===== src/rtl/rd_sequencer.sv =====
// Streams NUM_WORDS 32-bit words from SDRAM over pipelined Avalon-MM reads and
// reports their modulo-2^32 sum to the HPS PIO and the HEX/LEDR display.
`timescale 1ns/1ps

module rd_sequencer #(
    parameter logic [31:0] BASE_ADDR       = 32'h0000_0000,
    parameter int          NUM_WORDS       = 1024,
    parameter int          MAX_OUTSTANDING = 4
) (
    input  logic        clk,
    input  logic        reset,
    input  logic        ready,
    output logic        done,
    output logic [31:0] tohexled,
    output logic [31:0] avm_address,
    output logic        avm_read,
    input  logic        avm_waitrequest,
    input  logic [31:0] avm_readdata,
    input  logic        avm_readdatavalid
);

    typedef enum logic [1:0] {
        IDLE,
        ISSUE,
        DRAIN,
        DONE
    } state_t;

    localparam logic [16:0] LAST_WORD = 17'(NUM_WORDS);
    localparam logic [3:0]  OUT_LIMIT = 4'(MAX_OUTSTANDING);

    state_t      state;
    logic        ready_q;
    logic [31:0] sum;
    logic [16:0] issue_cnt;
    logic [16:0] recv_cnt;
    logic [3:0]  outst_cnt;

    logic        accept;
    logic        rsp_valid;
    logic        start;
    logic [16:0] issue_nxt;
    logic [16:0] recv_nxt;
    logic [3:0]  outst_nxt;
    logic [31:0] sum_nxt;

    // Responses only count while a job is running; late data after an abort
    // or after completion is dropped here.
    assign accept    = avm_read && !avm_waitrequest;
    assign rsp_valid = avm_readdatavalid && (state == ISSUE || state == DRAIN);
    assign start     = ready && !ready_q;

    assign issue_nxt = issue_cnt + 17'(accept);
    assign recv_nxt  = recv_cnt + 17'(rsp_valid);
    assign outst_nxt = outst_cnt + 4'(accept) - 4'(rsp_valid);
    assign sum_nxt   = rsp_valid ? sum + avm_readdata : sum;

    // NOTE: every register below uses <= so all of them see the values from
    // before this edge; a blocking = here would leak new values into later lines.
    always_ff @(posedge clk or posedge reset) begin
        if (reset) begin
            state       <= IDLE;
            ready_q     <= 1'b0;
            done        <= 1'b0;
            tohexled    <= 32'd0;
            avm_read    <= 1'b0;
            avm_address <= BASE_ADDR;
            sum         <= 32'd0;
            issue_cnt   <= 17'd0;
            recv_cnt    <= 17'd0;
            outst_cnt   <= 4'd0;
        end else begin
            ready_q <= ready;
            case (state)
                IDLE: begin
                    done <= 1'b0;
                    if (start) begin
                        state       <= ISSUE;
                        sum         <= 32'd0;
                        issue_cnt   <= 17'd0;
                        recv_cnt    <= 17'd0;
                        outst_cnt   <= 4'd0;
                        avm_read    <= 1'b1;
                        avm_address <= BASE_ADDR;
                    end
                end

                ISSUE: begin
                    issue_cnt   <= issue_nxt;
                    recv_cnt    <= recv_nxt;
                    outst_cnt   <= outst_nxt;
                    sum         <= sum_nxt;
                    // A stalled request leaves issue_nxt unchanged, so the address holds.
                    avm_address <= BASE_ADDR + {13'd0, issue_nxt, 2'b00};
                    if (issue_nxt == LAST_WORD) begin
                        avm_read <= 1'b0;
                        if (recv_nxt == LAST_WORD) begin
                            state    <= DONE;
                            done     <= 1'b1;
                            tohexled <= sum_nxt;
                        end else begin
                            state <= DRAIN;
                        end
                    end else begin
                        avm_read <= (outst_nxt < OUT_LIMIT);
                    end
                end

                DRAIN: begin
                    avm_read  <= 1'b0;
                    recv_cnt  <= recv_nxt;
                    outst_cnt <= outst_nxt;
                    sum       <= sum_nxt;
                    if (recv_nxt == LAST_WORD) begin
                        state    <= DONE;
                        done     <= 1'b1;
                        tohexled <= sum_nxt;
                    end
                end

                DONE: begin
                    avm_read <= 1'b0;
                    if (!ready) begin
                        state <= IDLE;
                        done  <= 1'b0;
                    end
                end

                default: begin
                    state    <= IDLE;
                    done     <= 1'b0;
                    avm_read <= 1'b0;
                end
            endcase
        end
    end

endmodule


===== config.mk =====
export PLATFORM = sky130hd
export DESIGN_NAME = rd_sequencer
export DESIGN_NICKNAME = d
export VERILOG_FILES = /design/src/rtl/rd_sequencer.sv
export SDC_FILE = /design/constraint.sdc
export NUM_CORES = 1
export LEC_CHECK = 0
export ABC_AREA = 0
export CORE_UTILIZATION = 56
export DETAILED_ROUTE_END_ITERATION = 10
export PLACE_DENSITY = 0.81
export SYNTH_ARGS = -nofsm -noshare
export SYNTH_HDL_FRONTEND = slang
export SYNTH_SLANG_ARGS = --single-unit

===== constraint.sdc =====
create_clock -name clk -period 5.7 [get_ports clk]
set_input_delay 1.425 -clock clk [delete_from_list [all_inputs] [get_ports clk]]
set_output_delay 1.425 -clock clk [all_outputs]
set_load 0.05 [all_outputs]

==> results of run 1 <==
## state kept, by name (all words and copies together), names as in the netlist
name and cells:
avm_read 1, done 1, recv_cnt 17, state 2, sum 32, outst_cnt 4, tohexled 32, issue_cnt 17
ready_q 1
## synthesized netlist by cell type, types with 15 or more instances
library cell and instances:
nand3_1 22, buf_4 15, inv_1 28, a22o_1 24, a21oi_1 60, dfrtp_1 107
o21ai_0 105, clkbuf_1 36, nand2_1 97, ha_1 44, nor2_1 50, a31oi_1 17
mux2i_1 26, xnor2_1 30
## final cells by class
cell class	instances	area, sq um	area share, %
clock buffers	11	243	2.82
clock inverters	5	60.1	0.697
inverters	28	108	1.25
multi-input cells	672	4380	50.8
flip-flops and latches	107	2680	31.1
well taps	172	215	2.50
repair buffers	95	931	10.8
## report_power, final
part           internal, mW  total [mW]  switching, mW
combinational         0.830        1.94           1.11
clock                 0.356       0.651          0.295
sequential            0.932        1.12          0.183
## cells by family after synthesis
| family | count (synthesis) |
|---|---|
| xor+xnor | 43 |
| simple gates | 256 |
| compound gates | 284 |
| flops | 107 |
| mux | 28 |
| other cells | 1 |
| fa+ha+maj | 46 |
| buf+inv | 87 |
## worst max path at each step
stage                 startpoint            to  slack (ns)  depth (start not counted)
3_5_place_dp     avm_readdata[0]  tohexled[24]        0.78                         11
3_3_place_gp     avm_readdata[0]  tohexled[24]        0.82                         11
4_1_cts          avm_readdata[0]  tohexled[24]        1.12                         11
5_1_grt          avm_readdata[0]  tohexled[24]        0.90                         11
2_1_floorplan  avm_readdatavalid  tohexled[18]        0.91                         13
6_report         avm_readdata[0]  tohexled[24]        1.08                         11
## worst register-to-register path, cell delays in order, from the launching register on
cell and delay [ns]:
dfrtp_1 0.44, inv_1 0.11, ha_1 0.47, nand2_1 0.12, inv_1 0.09, ha_1 0.18, ha_1 0.28, nand2_1 0.15
nor4_1 0.53, a31oi_1 0.19, nor4_2 0.58, o2111ai_1 0.24, a2111oi_0 0.48, a21oi_1 0.08
## through the flow
step                std cells  instance area [sq um]  utilization, %
CTS                      1090                   8610            67.7
floorplan                 866                   7440               -
global placement         1074                   8310            65.3
detailed placement       1074                   8310            65.3
global route             1090                   8610            67.7
finish                   1090                   8610            67.7
## metal layers
layer,track usage (%),vias to the layer above,routed length [um]
met3,3.19,40,829
met1,39.1,3174,8470
met2,44.3,235,8400
li1,-,3211,-
met5,0,-,0
met4,14.7,0,599
==> metrics.md, run 1 <==
| Metric | Value |
|---|---|
| Least-Margin Pin Slew | 1.21 ns |
| Initial Util | 58.1% |
| HP Start | tohexled[25] |
| Mapped cell area | 7390 sq um |
| Post-place setup slack | between 0.7 and 0.8 ns |
| DR pass1 iterations | 8 |
| Simple-Gate Fraction of Synth Area | 17.3% |
| R2R Setup Slk | 1.63 ns |
| Setup crit end kind | flop |
| Most frequent cells in the layout | dfrtp_1, o21ai_0, nand2_1 |
| Reg-to-reg startpoint | state[1] |
| Syn. warnings | 0 |
| Mux contribution to synthesized area | 3.83% |
| Post-CTS setup buffer count | 0 |
| Grt ovf | 0 |
| Post-synthesis cell count | 852 |
| Number of antenna violations at the first check in global routing | 0 |
| Max Fanout on Critical Path | 6 |
| CP peak stage delay | 0.47 ns |
| Largest net degree at the start of global routing | 79 |
| Crit path cell chain | clkdlybuf4s50_1 -> ha_1 -> fa_1 -> a21o_1 -> a311o_1 -> a221oi_2 -> o31ai_1 -> or3_1 -> or3_1 -> a31oi_1 -> a21o_1 |
| Slew headroom | 19.3% |
| Hold Crit Depth | 1 |
| Cell family with the largest share of critical-path delay | compound AO/OA/AOI/OAI gates |
| I/O pin count | ~100 |
| Clk slew on worst S/H paths | 0.07 ns |
| Die area | roughly 14000 sq um |
| Async SR Flop Fraction | 100% |
| Final total power | 3.71 mW |
| TritonCTS Sinks | 107 |
| CTS tree | done |
| Worst reg-to-reg path cell count | 13 |
| Main combinational cell family by area after synthesis | compound AO/OA/AOI/OAI gates |
| Clock buffer depth | 2 |
| Worst VDD drop | around 200 uV |
| Crit Reg-Reg Endpoint | state[0] |
| Setup crit start kind | input pin |
| Setup TNS | 0 ns |
| Min-Delay Endpoint | tohexled[25] |
| First-pass GRT wire length | 30.1 mm |
| Root Buffer | clkbuf_16 |
| Final WL | 18.3 mm |
| Vias | 6660 |
| Slowest-stage cell, CP | clkdlybuf4s50_1 |
| Unrepaired setup endpoints after global routing | no |
| Routed WL per cell | 16.8 um |
| Filler instances | 1087 |
| Number of global-route vias before repair | 6060 |
| Top_reg_cell synth | dfrtp_1 |
| Post-CTS sizing | 0 |
| Data required time of the worst path | 6.00 ns |
| P_leak | 3.73 nW |
| Clk_skew | 0.00872 ns |
| Area Growth Syn to Fin | 16.5% |
| CP bufs+invs | 1 |
| Maximum clock rate | 0.216 GHz |
| Synth unique cells | 67 |
| Layout cells sized above 1 | 4.68% |
| Synth area leader | dfrtp_1 |
| Hold Crit Class | flop to flop |
| DR vias/cell | 6.11 |
| Final setup fails | 0 |
| Initial drt markers | 467 |
| Skew-Pair Late Insertion Delay | about 0.36 ns |
| Final nets | around 1000 |
| Status | finished, final reports clean |
| Final WS setup | 1.08 ns |
| Crit path kind | input pin to flop |
| Critical path arrival | 4.92 ns |
| Slew Limit Fails | 0 |
| Hold WS | 0.480 ns |
| H-tree Lvls | 3 |
| Top cells by area, synth | dfrtp_1, ha_1, o21ai_0 |
| Min cycle time layout | between 4 and 5 ns |
| Top cell type's share of synthesized area | ~36% |
| GRT Util Overall | 28.4% |
| Final critical-path share of the clock period | about four fifths |
| Port Buffers | 87 |
| Diodes inserted | 0 |
| Compound-gate portion of the synthesized area | 24.2% |
| Max Cap Viol | 0 |
| Post-CTS Hold Buffers | 0 |
| Die height | 117 um |
| Synth Area in XOR/XNOR | 5.10% |
| ANT nets after route | 0 |
| Row Count | 41 |
| CTS Buf Count | 9 |
| DP HPWL | about 13 mm |
| Adder-cell share of the synthesized area | 7.99% |
| Seq cells post-synth | 107 |
| Number of synthesized flops with an enable pin | 0 |
| Detailed-route DRC error count | 0 |
| Commonest non-fill, non-tap cell in the layout | dfrtp_1 |
| Final hold violations | 0 |
| Core area | 12700 sq um |
| Seq/Total Area, Yosys | between 30% and 40% |
| Mean Syn Cell Area | 8.67 sq um |
| Die Wd | around 120 um |
| Final Wtd Congestion | 0.959 |
| Cell Pwr Density | 431 nW/um^2 |
No activity file was read; power rests on OpenSTA's default activity.
==> inputs of run 2 (changes only) <==
--- a/config.mk
+++ b/config.mk
@@ -6,9 +6,9 @@
 export NUM_CORES = 1
 export LEC_CHECK = 0
 export ABC_AREA = 0
-export CORE_UTILIZATION = 56
+export CORE_UTILIZATION = 51
 export DETAILED_ROUTE_END_ITERATION = 10
-export PLACE_DENSITY = 0.81
+export PLACE_DENSITY = 0.78
 export SYNTH_ARGS = -nofsm -noshare
 export SYNTH_HDL_FRONTEND = slang
 export SYNTH_SLANG_ARGS = --single-unit
==> constraint.sdc (replaced) <==
create_clock -name clk -period 3.9 [get_ports clk]
set_input_delay 0.975 -clock clk [delete_from_list [all_inputs] [get_ports clk]]
set_output_delay 0.975 -clock clk [all_outputs]
set_load 0.05 [all_outputs]
==> metrics.md, run 2 (synthesis results as in run 1) <==
| Metric | Value |
|---|---|
| Status | finished, final reports clean |
| Number of antenna violations at the first check in global routing | 0 |
| DP HPWL | 13.6 mm |
| First-pass GRT wire length | just over 30 mm |
| Setup crit end kind | flop |
| Final hold violations | 0 |
| Number of global-route vias before repair | a little over 6000 |
| Non-filler cells, final | 1150 |
| Diodes inserted | 0 |
| Area Growth Syn to Fin | 23.0% |
| Commonest non-fill, non-tap cell in the layout | dfrtp_1 |
| Detailed-route DRC error count | 0 |
| Final Wtd Congestion | ~0.96 |
| P_leak | 4.01 nW |
| Grt ovf | 0 |
| Crit path kind | input pin to flop |
| DR pass1 iterations | 5 |
| Placed Instances | 1132 |
| Min cycle time layout | 3.75 ns |
| Setup crit start kind | input pin |
| Slew Limit Fails | 0 |
| Die Wd | 122 um |
| Layout Cell Area excl Fill | 9090 sq um |
| Clk slew on worst S/H paths | about 0.07 ns |
| Core area | 14000 sq um |
| Biggest regs | sum (32), tohexled (32) |
| Placed instance area | slightly below 9000 sq um |
| Most frequent cells in the layout | dfrtp_1, o21ai_0, nand2_1 |
| DR vias/cell | 5.84 |
| Clk_skew | 0.00655 ns |
| Clock buffer depth | 2 |
| CTS Buf Count | 9 |
| Initial drt markers | 477 |
| Port Buffers | 87 |
| Routed WL per cell | ~16 um |
| Initial Util | 52.8% |
| Critical path arrival | 4.05 ns |
| Vias | 6718 |
| Slew headroom | 47.7% |
| ANT nets after route | 0 |
| Maximum clock rate | ~0.27 GHz |
| Max Cap Viol | 0 |
| Unrepaired setup endpoints after global routing | no |
| TritonCTS Sinks | 107 |
| Data required time of the worst path | 4.20 ns |
| Root Buffer | clkbuf_16 |
| Row Count | 43 |
| Final critical-path share of the clock period | a little under 100% |
| Hold Crit Class | flop to flop |
| Die height | 122 um |
| Final setup fails | 0 |
| Final WL | between 15 and 20 mm |
| Worst VDD drop | 419 uV |
| Cell Pwr Density | 623 nW/um^2 |
| Least-Margin Pin Slew | 0.781 ns |
| Final nets | around 1000 |
| Filler instances | 1151 |
| Max Fanout on Critical Path | 3 |
| Die area | between 10000 and 15000 sq um |
| Skew-Pair Late Insertion Delay | 0.36 ns |
| GRT Util Overall | 26.2% |
| CTS tree | done |
| Largest net degree at the start of global routing | between 50 and 60 |
| Layout cells sized above 1 | 10.3% |
| I/O pin count | 103 |
| H-tree Lvls | 3 |
[run 2: path summary, 6_finish.rpt]
check / from / end / slack (ns) / cells past startpoint
min in group asynchronous: reset / tohexled[5] / 1.07 / 2
max reg2reg: state[1] / state[0] / 0.47 / 13
max in group asynchronous: reset / tohexled[19] / 2.03 / 3
min reg2reg: tohexled[14] / tohexled[14] / 0.48 / 2
max: avm_readdata[0] / tohexled[24] / 0.15 / 12
min: tohexled[14] / tohexled[14] / 0.48 / 2
[run 2: final cells by class]
class	count	area, sq um	share of cell area [%]
multi-input cells	672	4400	48.4
flip-flops and latches	107	2680	29.5
repair buffers	147	1370	15.1
clock buffers	9	225	2.48
well taps	180	225	2.48
inverters	28	108	1.18
clock inverters	7	82.6	0.908
[run 2: layer usage]
metal | wire length, um | GRT usage (%) | up-vias
li1 | - | - | 3312
met1 | 8870 | 36.7 | 3171
met2 | 8480 | 41.1 | 204
met3 | 892 | 3.53 | 31
met4 | 378 | 9.83 | 0
met5 | 0 | 0 | -
[run 2: timing repair]
| item | in CTS | in global routing |
|---|---|---|
| setup buffers | 0 | 2 |
| setup endpoints to repair | 0 | 5 |
| resized for setup | 0 | 4 |
| hold buffers | 0 | 0 |
[run 2: critical path: stages]
cell and delay [ns]:
clkdlybuf4s50_1 0.41, ha_2 0.20, fa_2 0.35, a21o_1 0.19, a311o_1 0.36, a221oi_2 0.26, buf_4 0.16, o31ai_1 0.11
or3_4 0.41, or3_1 0.35, a31oi_1 0.16, a21o_1 0.10
[run 2: where the power goes]
part	internal (mW)	switching (mW)	leakage (nW)
Clock	0.509	0.459	0.145
Sequential	1.36	0.270	1.40
Combinational	1.38	1.68	2.47
Total	3.25	2.41	4.01
[run 2: metrics by stage]
stage / TNS (ns) / setup slack (ns) / hold slack, ns / power (mW) / utilization, %
2_1_floorplan: 0 / 0.0632 / 0.471 / 3.83 / -
3_3_place_gp: -2.03 / -0.345 / 0.462 / 4.57 / 62.6
3_5_place_dp: -1.99 / -0.316 / 0.468 / 4.62 / 62.6
4_1_cts: 0 / 0.0396 / 0.484 / 5.63 / 64.8
5_1_grt: 0 / 0.0233 / 0.503 / 6.09 / 65.0
6_report: 0 / 0.155 / 0.478 / 5.66 / 65.0
